### src/rtl/key_pkg.sv
// Shared definitions for the push-button event path: FSM state encodings,
// default 12 MHz cycle constants and a counter-width helper.
package key_pkg;

    typedef enum logic [2:0] {
        ST_IDLE       = 3'd0,
        ST_PRESS_DB   = 3'd1,
        ST_HELD       = 3'd2,
        ST_LONG_HELD  = 3'd3,
        ST_RELEASE_DB = 3'd4
    } state_t;

    localparam int unsigned DB_CYCLES_DEF     = 240000;    // 20 ms
    localparam int unsigned LONG_CYCLES_DEF   = 12000000;  // 1 s
    localparam int unsigned REPEAT_CYCLES_DEF = 2400000;   // 200 ms

    // Bits needed to hold 0 .. max_count-1, never less than one bit.
    function automatic int unsigned cnt_width(input int unsigned max_count);
        return ($clog2(max_count) < 1) ? 1 : $clog2(max_count);
    endfunction

endpackage

### src/rtl/key_sync.sv
// Two-flop synchronizer for an asynchronous active-low button input.
// Resets to 1 so a synchronized button reads "released" out of reset.
module key_sync (
    input  logic clk,
    input  logic rst,
    input  logic d,
    output logic q
);

    logic meta;

    // Shift the raw input through two flops; reset parks both at released.
    always_ff @(posedge clk) begin
        if (!rst) begin
            meta <= 1'b1;
            q    <= 1'b1;
        end else begin
            meta <= d;
            q    <= meta;
        end
    end

endmodule

### src/rtl/key_event.sv
// Push-button event generator: debounces an active-low raw key and emits
// single-cycle press, release, long-press and optional auto-repeat pulses.
// Optional feature: define KEY_EVENT_REPEAT_EN to enable repeat_pulse.
//
// state         | meaning
// --------------+-----------------------------------------------------------
// ST_IDLE       | key released, waiting for a pressed sample
// ST_PRESS_DB   | pressed level seen, counting stable cycles before accept
// ST_HELD       | press accepted, timing toward the long-press threshold
// ST_LONG_HELD  | long press reached, waiting for release (and repeating)
// ST_RELEASE_DB | released level seen, counting stable cycles before accept
module key_event
    import key_pkg::*;
#(
    parameter int unsigned DB_CYCLES     = DB_CYCLES_DEF,
    parameter int unsigned LONG_CYCLES   = LONG_CYCLES_DEF,
    parameter int unsigned REPEAT_CYCLES = REPEAT_CYCLES_DEF
) (
    input  logic clk,
    input  logic rst,
    input  logic key,
    output logic key_level,
    output logic press_pulse,
    output logic release_pulse,
    output logic long_pulse,
    output logic repeat_pulse
);

    localparam int unsigned HOLD_MAX = (LONG_CYCLES > REPEAT_CYCLES) ? LONG_CYCLES : REPEAT_CYCLES;
    localparam int unsigned CNT_W    = cnt_width(DB_CYCLES);
    localparam int unsigned HOLD_W   = cnt_width(HOLD_MAX);

    localparam logic [CNT_W-1:0]  DB_LAST   = CNT_W'(DB_CYCLES - 1);
    localparam logic [HOLD_W-1:0] LONG_LAST = HOLD_W'(LONG_CYCLES - 1);
`ifdef KEY_EVENT_REPEAT_EN
    localparam logic [HOLD_W-1:0] REP_LAST  = HOLD_W'(REPEAT_CYCLES - 1);
`endif

    logic key_s;
    logic key_n;

    state_t              state_q, state_d;
    logic [CNT_W-1:0]    cnt_q, cnt_d;
    logic [HOLD_W-1:0]   hold_cnt_q, hold_cnt_d;
    logic                long_f_q, long_f_d;
    logic                level_d;
    logic                press_d;
    logic                release_d;
    logic                long_d;
`ifdef KEY_EVENT_REPEAT_EN
    logic                repeat_d;
`endif

    key_sync u_key_sync (
        .clk (clk),
        .rst (rst),
        .d   (key),
        .q   (key_s)
    );

    assign key_n = ~key_s;

    // Next-state, counter and pulse decode; pulses are registered below so
    // every output is a clean flop.
    always_comb begin
        state_d    = state_q;
        cnt_d      = cnt_q;
        hold_cnt_d = hold_cnt_q;
        long_f_d   = long_f_q;
        level_d    = key_level;
        press_d    = 1'b0;
        release_d  = 1'b0;
        long_d     = 1'b0;
`ifdef KEY_EVENT_REPEAT_EN
        repeat_d   = 1'b0;
`endif
        case (state_q)
            ST_IDLE: begin
                level_d = 1'b0;
                if (key_n) begin
                    state_d = ST_PRESS_DB;
                    cnt_d   = '0;
                end
            end
            ST_PRESS_DB: begin
                if (!key_n) begin
                    state_d = ST_IDLE;
                end else if (cnt_q == DB_LAST) begin
                    state_d    = ST_HELD;
                    press_d    = 1'b1;
                    level_d    = 1'b1;
                    hold_cnt_d = '0;
                end else if (cnt_q != {CNT_W{1'b1}}) begin
                    cnt_d = cnt_q + CNT_W'(1);
                end
            end
            ST_HELD: begin
                if (!key_n) begin
                    state_d = ST_RELEASE_DB;
                    cnt_d   = '0;
                end else if (hold_cnt_q == LONG_LAST) begin
                    state_d    = ST_LONG_HELD;
                    long_d     = 1'b1;
                    long_f_d   = 1'b1;
                    hold_cnt_d = '0;
                end else if (hold_cnt_q != {HOLD_W{1'b1}}) begin
                    hold_cnt_d = hold_cnt_q + HOLD_W'(1);
                end
            end
            ST_LONG_HELD: begin
                if (!key_n) begin
                    state_d = ST_RELEASE_DB;
                    cnt_d   = '0;
                end
`ifdef KEY_EVENT_REPEAT_EN
                else if (hold_cnt_q == REP_LAST) begin
                    repeat_d   = 1'b1;
                    hold_cnt_d = '0;
                end else if (hold_cnt_q != {HOLD_W{1'b1}}) begin
                    hold_cnt_d = hold_cnt_q + HOLD_W'(1);
                end
`endif
            end
            ST_RELEASE_DB: begin
                // hold_cnt stays frozen so a release bounce only pauses timing.
                if (key_n) begin
                    state_d = long_f_q ? ST_LONG_HELD : ST_HELD;
                end else if (cnt_q == DB_LAST) begin
                    state_d   = ST_IDLE;
                    release_d = 1'b1;
                    level_d   = 1'b0;
                    long_f_d  = 1'b0;
                end else if (cnt_q != {CNT_W{1'b1}}) begin
                    cnt_d = cnt_q + CNT_W'(1);
                end
            end
            default: begin
                state_d = ST_IDLE;
            end
        endcase
    end

    // State, counters and registered outputs; reset drops any press in flight.
    always_ff @(posedge clk) begin
        if (!rst) begin
            state_q       <= ST_IDLE;
            cnt_q         <= '0;
            hold_cnt_q    <= '0;
            long_f_q      <= 1'b0;
            key_level     <= 1'b0;
            press_pulse   <= 1'b0;
            release_pulse <= 1'b0;
            long_pulse    <= 1'b0;
        end else begin
            state_q       <= state_d;
            cnt_q         <= cnt_d;
            hold_cnt_q    <= hold_cnt_d;
            long_f_q      <= long_f_d;
            key_level     <= level_d;
            press_pulse   <= press_d;
            release_pulse <= release_d;
            long_pulse    <= long_d;
        end
    end

`ifdef KEY_EVENT_REPEAT_EN
    // Auto-repeat pulse register, present only with the repeat feature.
    always_ff @(posedge clk) begin
        if (!rst) begin
            repeat_pulse <= 1'b0;
        end else begin
            repeat_pulse <= repeat_d;
        end
    end
`else
    assign repeat_pulse = 1'b0;
`endif

endmodule
### config.mk
export PLATFORM = sky130hd
export DESIGN_NAME = key_event
export DESIGN_NICKNAME = d
export VERILOG_FILES = /design/src/rtl/key_pkg.sv /design/src/rtl/key_sync.sv /design/src/rtl/key_event.sv
export SDC_FILE = /design/constraint.sdc
export NUM_CORES = 1
export LEC_CHECK = 0
export CORE_MARGIN = 8
export CORE_UTILIZATION = 57
export CTS_BUF_LIST = sky130_fd_sc_hd__clkbuf_16
export CTS_CLUSTER_DIAMETER = 80
export DETAILED_ROUTE_END_ITERATION = 10
export PLACE_DENSITY = 0.74
export SKIP_LAST_GASP = 1
export SLEW_MARGIN = 40
export SYNTH_ARGS = -nofsm -noshare
export SYNTH_HDL_FRONTEND = slang
export SYNTH_SLANG_ARGS = --single-unit
### constraint.sdc
create_clock -name clk -period 4.5 [get_ports clk]
set_input_delay 1.125 -clock clk [delete_from_list [all_inputs] [get_ports clk]]
set_output_delay 1.125 -clock clk [all_outputs]
set_load 0.01 [all_outputs]
# Word-level counts from Yosys, hierarchy flattened
# Index checks and enable logic that the tools add are counted.
[word_totals]
ff_bits = 52
inputBits = 3
out_inout_bits = 5
elab_cells = 83
[classes]
addsub = 2
eq_ne = 21
n_mux = 33
n_bitwise = 3
n_reduce_logical = 14
[op_table]
columns = ["cell", "n"]
rows = [
  ["2-to-1 mux 24 bit", 5],
  ["2-to-1 mux 18 bit", 6],
  ["one-hot mux 18 bit (4 select lines)", 1],
  ["one-hot mux 24 bit (2 select lines)", 1],
  ["AND reduction 5 bit", 5],
  ["adder 24 x 1 -> 24 bit, second input constant", 1],
  ["== test 24 bit, second input constant", 1],
  ["2-to-1 mux 3 bit", 8],
  ["inequality test 24 bit, second input constant", 1],
  ["adder 18 x 1 -> 18 bit, second input constant", 1],
  ["== test 18 bit, second input constant", 1],
  ["inequality test 18 bit, second input constant", 1],
  ["one-hot mux 3 bit (5 select lines)", 1],
  ["inequality test 2 bit, second input constant", 6],
  ["2-to-1 mux 1 bit", 9],
  ["== test 3 x 2 -> 1 bit, second input constant", 2],
  ["inequality test 2 x 1 -> 1 bit, second input constant", 3],
  ["inequality test 3 x 2 -> 1 bit, second input constant", 2],
  ["inequality test 3 bit, second input constant", 2],
  ["OR reduction 3 bit", 2],
  ["nonzero test 2 bit", 2],
  ["nonzero test 4 bit", 1],
  ["== test 3 x 1 -> 1 bit, second input constant", 1],
  ["== test 3 bit, second input constant", 1],
  ["other kinds (7)", 9],
]

# Depth between registers and ports, before layout
[depth]
ltp_word = 5
ltp_mapped = 8

# Hierarchy
# From an unflattened synthesis, not the netlist that was laid out.
[hier_totals]
hier_cells = 364
hier_area_um2 = 2889.0
[by_module_without_submodules]
columns = ["module", "instances", "cells_each", "area_each_um2"]
rows = [
  ["key_event", 1, 360, 2836.5],
  ["key_sync", 1, 4, 52.6],
]

# Least setup slack after synthesis
# No wires, ideal clock.
[synth_path]
kind = "input port to flip-flop"
start = "input rst"
end = "register hold_cnt_q[20]"
setup_ns = 0.088
arrival_ns = 2.395
required_time_ns = 4.412
slack_ns = 2.017
stages = 6
path_cell_list = "clkbuf_1 > clkinv_1 > nor2_1 > nand3_1 > or4_1 > o31ai_1"
[synth_rtl]
columns = ["element", "line_no", "rtl"]
rows = [
  ["start, declared", "key_event.sv:20", "input logic rst,"],
  ["end signal, assigned", "key_event.sv:157", "hold_cnt_q <= hold_cnt_d;"],
  ["end, declared", "key_event.sv:44", "logic [HOLD_W-1:0] hold_cnt_q, hold_cnt_d;"],
]

==> results.toml <==
[placement]
dpl.hpwl_mm = 5.47
gp_congestion = 0.944
numPortBuffers = 6

[sta]
rsz0062_at_grt = "no"
finalHoldViolCount = 0
max_freq_mhz = 355
slew_viol_final = 0
timing.slew.headroom = 0.396
fin_crit_sh = 0.626
setup_viol = 0
min_period_ns = 2.82
worstMarginPinSlew_ns = 0.894
clock_skew_ns = 0.00331
hold_ws_ns = 0.428
tns_ns = 0

[critical_path]
cp_max_fo = 25
cp-end-kind = "register"
cpLargestDelayFamily = "buffers and inverters"
critPathKind = "primary input to register"
max_stage_delay_ns = 0.45
path_buf_inv = 3
cp.required_ns = 4.70
path_cells = "clkdlybuf4s50_1, buf_4, clkinv_1, nor2_1, nand3_1, or4_1, o31ai_1"
crit_arrival_ns = 3.02
cpMaxStageDelayCell = "clkdlybuf4s50_1"
start_kind = "primary input"

[global_routing]
antenna_found_initial = 0
grt_max_degree = 26
grt_pass1_vias = 2740
track_usage = 0.207
grt_overflow = 0
grt_pass1_wl_mm = 13.1

[clocking]
max-clock-path-buffers = 2
clk_latency_ns = 0.28
clk_root_buffer_cell = "clkbuf_16"
cts_buffers = 5
ctsHoldBuffers = 0
numClockSinks = 52
post_cts_buffers = 0
htreeDepth = 2
cts_tree = "built"
ctsResizeCount = 0
path_clk_slew_ns = 0.06

[routing]
wirelength_mm = 7.78
wl_per_cell_um = 16.7
first_pass_iters = 5
viasPerCell = 6.70
ant_nets = 0
drc = 0
vias = 3124
first_iter_violations = 244

[cells_and_area]
diodes = 0
drive_gt1_frac = 0.109
fillers = 485
nNetsFinal = 399
final_common_cell = "dfxtp_1"
post-route-util = 0.618
layout_common_cells = "dfxtp_1, nand2_1, nor2_1"
syn_to_final_growth_pct = 7.37

[floorplan]
core_area_um2 = 5370
core.rowCount = 27
die_h_um = 89.6
die_w_um = 89.6
pin_count = 8
start_util = 0.575
die_area_um2 = 8030

[power_and_ir_drop]
finalPower_uw = 844
pwr_density_cell_nw_per_um2 = 254
vdd_drop_max_mv = 0.181
p_leak_uw = 0.00100

[synthesis]
synthArstFlopShare = 0
synth.net_count = 400
ys_types = 61
syn-mean-instance-area_um2 = 7.82
synthesis.area_um2 = 3090
synth-seq-cells = 52
yosysSeqAreaShare = 0.337
synth_edf_count = 0
synth-main-ff-cell = "dfxtp_1"
yosysWarningCount = 0
syn_inst = 395

[hold_path]
hold_path_class = "register to register"

[status]
outcome = "finished clean"

[job]
maxCapViolations = 0
routing by layer:
| metal | global-route usage | vias to the layer above | routed length [um] |
|---|---|---|---|
| met5 | 0 | - | 0 |
| met4 | 0.0680 | 0 | 114 |
| met3 | 0.0510 | 12 | 727 |
| met2 | 0.305 | 147 | 3340 |
| met1 | 0.287 | 1482 | 3590 |
| li1 | - | 1483 | - |
cells in the mapped netlist, types with 5 or more instances:
master / n / share of area
nand2_1: 49 / 0.060
a21oi_1: 18 / 0.029
nand2b_1: 6 / 0.012
dfxtp_1: 52 / 0.34
or3_1: 8 / 0.016
o21ai_0: 13 / 0.021
or2_2: 6 / 0.012
clkbuf_1: 12 / 0.015
o221a_2: 8 / 0.029
o21a_1: 14 / 0.034
inv_1: 8 / 0.0097
a31oi_1: 10 / 0.020
nor2_1: 39 / 0.047
a41oi_1: 6 / 0.017
nor3_1: 23 / 0.037
nand4_1: 11 / 0.022
and2_1: 6 / 0.012
nand3_1: 16 / 0.026
nor4_1: 5 / 0.010
and3_1: 8 / 0.016
worst reg2reg max path: cells and delay by family, from the launching register on:
family	cells	cell delay, ns
simple gates	4	1.57
compound gates	2	0.40
flops	1	0.42
fa+ha+maj	1	0.27
final cells by class:
cell class	instances	area [um^2]	share of cell area
repair buffers	9	82.6	0.0249
flip-flops and latches	52	1040	0.314
inverters	9	33.8	0.0102
well taps	72	90.1	0.0271
clock buffers	5	125	0.0377
multi-input cells	317	1940	0.584
clock inverters	2	8.76	0.00264
report_power, final:
part           switching, uW  internal, uW
Combinational           18.1          8.23
Sequential              1.18           461
Clock                    155           200
Total                    175           669
path summary, 6_finish.rpt:
check / start / end / slack [ns] / depth (start not counted)
setup / recovery: rst / hold_cnt_q[20] / 1.68 / 7
hold / removal: u_key_sync.meta / u_key_sync.q / 0.43 / 1
setup reg to reg: cnt_q[0] / hold_cnt_q[5] / 1.77 / 7
hold reg to reg: u_key_sync.meta / u_key_sync.q / 0.43 / 1
sequential cells by signal, indices dropped and copies added, names as in the netlist:
signal	cells
u_key_sync.meta	1
release_pulse	1
cnt_q	18
state_q	3
hold_cnt_q	24
u_key_sync.q	1
key_level	1
press_pulse	1
long_f_q	1
long_pulse	1
logic make-up (layout without fill, tap and decap cells):
group                      after synthesis  in the layout  synth area share
adders and majority gates                2              2           0.00810
AOI/OAI and AO/OA                      107            107             0.256
xor gates and xnor gates                 1              1           0.00283
buffers and inverters                   26             25            0.0364
other                                    1              1           0.00121
and+or+nand+nor                        203            203             0.348
DFF                                     52             52             0.337
muxes                                    3              3            0.0101
per-stage QoR:
step / setup WS (ns) / cells / cell area (um^2)
finish: 1.68 / 466 / 3320
global route: 1.54 / 466 / 3320
CTS: 1.70 / 466 / 3320
detailed placement: 1.39 / 459 / 3180
global placement: 1.46 / 459 / 3180
floorplan: 2.02 / 395 / 3090
Note: power is estimated with default switching activity, not from simulation.
==> RTL edit (same flow settings) <==
Set the package constant `LONG_CYCLES_DEF` to 24000000 (it was 12000000).
--- a/src/rtl/key_pkg.sv
+++ b/src/rtl/key_pkg.sv
@@ -11,7 +11,7 @@
     } state_t;
 
     localparam int unsigned DB_CYCLES_DEF     = 240000;    // 20 ms
-    localparam int unsigned LONG_CYCLES_DEF   = 12000000;  // 1 s
+    localparam int unsigned LONG_CYCLES_DEF   = 24000000;  // 1 s
     localparam int unsigned REPEAT_CYCLES_DEF = 2400000;   // 200 ms
 
     // Bits needed to hold 0 .. max_count-1, never less than one bit.
Check against the original RTL: same outputs for any inputs over 10 cycles, from zero or initial values and one cycle with rst low; that may be too few to reach the edited logic, so the function may still have changed.
==> RTL edit against the original RTL <==
Area after synthesis decreased by 4.4%; global-route usage decreased by 0.92 points; via count decreased by 9.4%; final area decreased by 3.5%; routed wire length decreased by 6.9%; largest power group unchanged; total power increased by 9.8%; sequential cell count increased by 1; setup slack improved by 27 ps; critical path depth unchanged.
==> RTL edit: results (changes against the original RTL) <==
Parameter                              Value

Status
  Status ... complete, no violations (unchanged)

Detailed routing
  Detailed-routing iteration count for the pre-antenna-repair pass ... 4 (was 5)
  Overall via count from detail_route ... 2831 (was 3124)
  Post-Route WL ... 7242 um (was 7776 um)
  Number of design-rule violations left by the first detailed-router iteration ... 315 (was 244)

Power and ir drop
  Static leakage ... 0.0009963 uW (was 0.001002 uW)

Place
  Routability cong. ... 0.8447 (was 0.9444)
  Placed instance count ... 419 (was 459)
  Post-Place Worst Slack ... 1580 ps (was 1386 ps)
  Cell area after placement ... 3034 um2 (was 3184 um2)

Final layout
  Filler-free cell count of the finished design ... 427 (was 466)
  Layout cell share with drive strength beyond 1 ... 6.443% (was 10.91%)
  Biggest registers after layout ... hold_cnt_q x25, cnt_q x18, state_q x3 (was hold_cnt_q x24, cnt_q x18, state_q x3)
  Number of fillers in the final layout ... 441 (was 485)

Critical path
  Cell family with the largest share of critical-path delay ... simple AND/OR/NAND/NOR gates (was buffers and inverters)
  Setup crit end ... hold_cnt_q[15]$_SDFFE_PN0P_ (was hold_cnt_q[20]$_SDFFE_PN0P_)
  Max stage delay on crit path ... 550 ps (was 450 ps)
  Startpoint class of the critical path ... flip-flop (was input pin)

Yosys
  Seq/Total Area, Yosys ... 35.90% (was 33.68%)
  Leading post-synthesis cells by cell area ... dfxtp_1 36%, a21oi_1 4.6%, nand2_1 3.6%, o21ai_0 3.6%, nand3_1 3.4% (was dfxtp_1 34%, nand2_1 6.0%, nor2_1 4.7%, nor3_1 3.7%, o21a_1 3.4%)
  Multiplexer fraction of the synthesized cell area ... 0.8467% (was 1.012%)
  Commonest cells in the netlist ... 53 x dfxtp_1, 28 x nand2_1, 27 x a21oi_1, 22 x nor2_1, 21 x o21ai_0 (was 52 x dfxtp_1, 49 x nand2_1, 39 x nor2_1, 23 x nor3_1, 18 x a21oi_1)
  Area fraction in compound gates after synthesis ... 26.33% (was 25.63%)
  Post-synthesis area per instance ... 8.232 um2 (was 7.824 um2)

Global route
  Via count of the first global-routing pass ... 2536 (was 2740)
  Maximum number of pins on one net before global-route repair ... 25 (was 26)
  Total track usage ... 19.79% (was 20.72%)

Timing
  Worst-case headroom to the max-slew limit ... 48.82% (was 39.64%)
  Post-Route Hold Slack ... 407.9 ps (was 427.9 ps)
RTL edit: power groups by stage:
stage	Sequential (uW)	Combinational [uW]	Clock [uW]
floorplan	481	16.0	0
global placement	483	22.0	0
detailed placement	483	22.4	0
CTS	472	22.5	441
global route	472	24.7	461
finish	472	22.6	433
RTL edit: layout make-up:
| cell class | instances | area [um2] | share of cell area [%] |
|---|---|---|---|
| timing repair buffer | 10 | 90.09 | 2.815 |
| clock inverter | 3 | 41.29 | 1.290 |
| sequential | 53 | 1061 | 33.15 |
| clock buffer | 5 | 125.1 | 3.909 |
| inverter | 7 | 26.28 | 0.8210 |
| tap | 70 | 87.58 | 2.737 |
| multi-input combinational | 279 | 1769 | 55.28 |
RTL edit: metal layers:
layer	up-vias	track usage [%]	part of all wire (%)	wire [um]
met5	-	0	0	0
li1	1407	-	-	-
met4	0	8.281	2.4	177
met3	13	3.940	3.2	235
met2	60	34.13	50	3621
met1	1351	23.17	44	3207
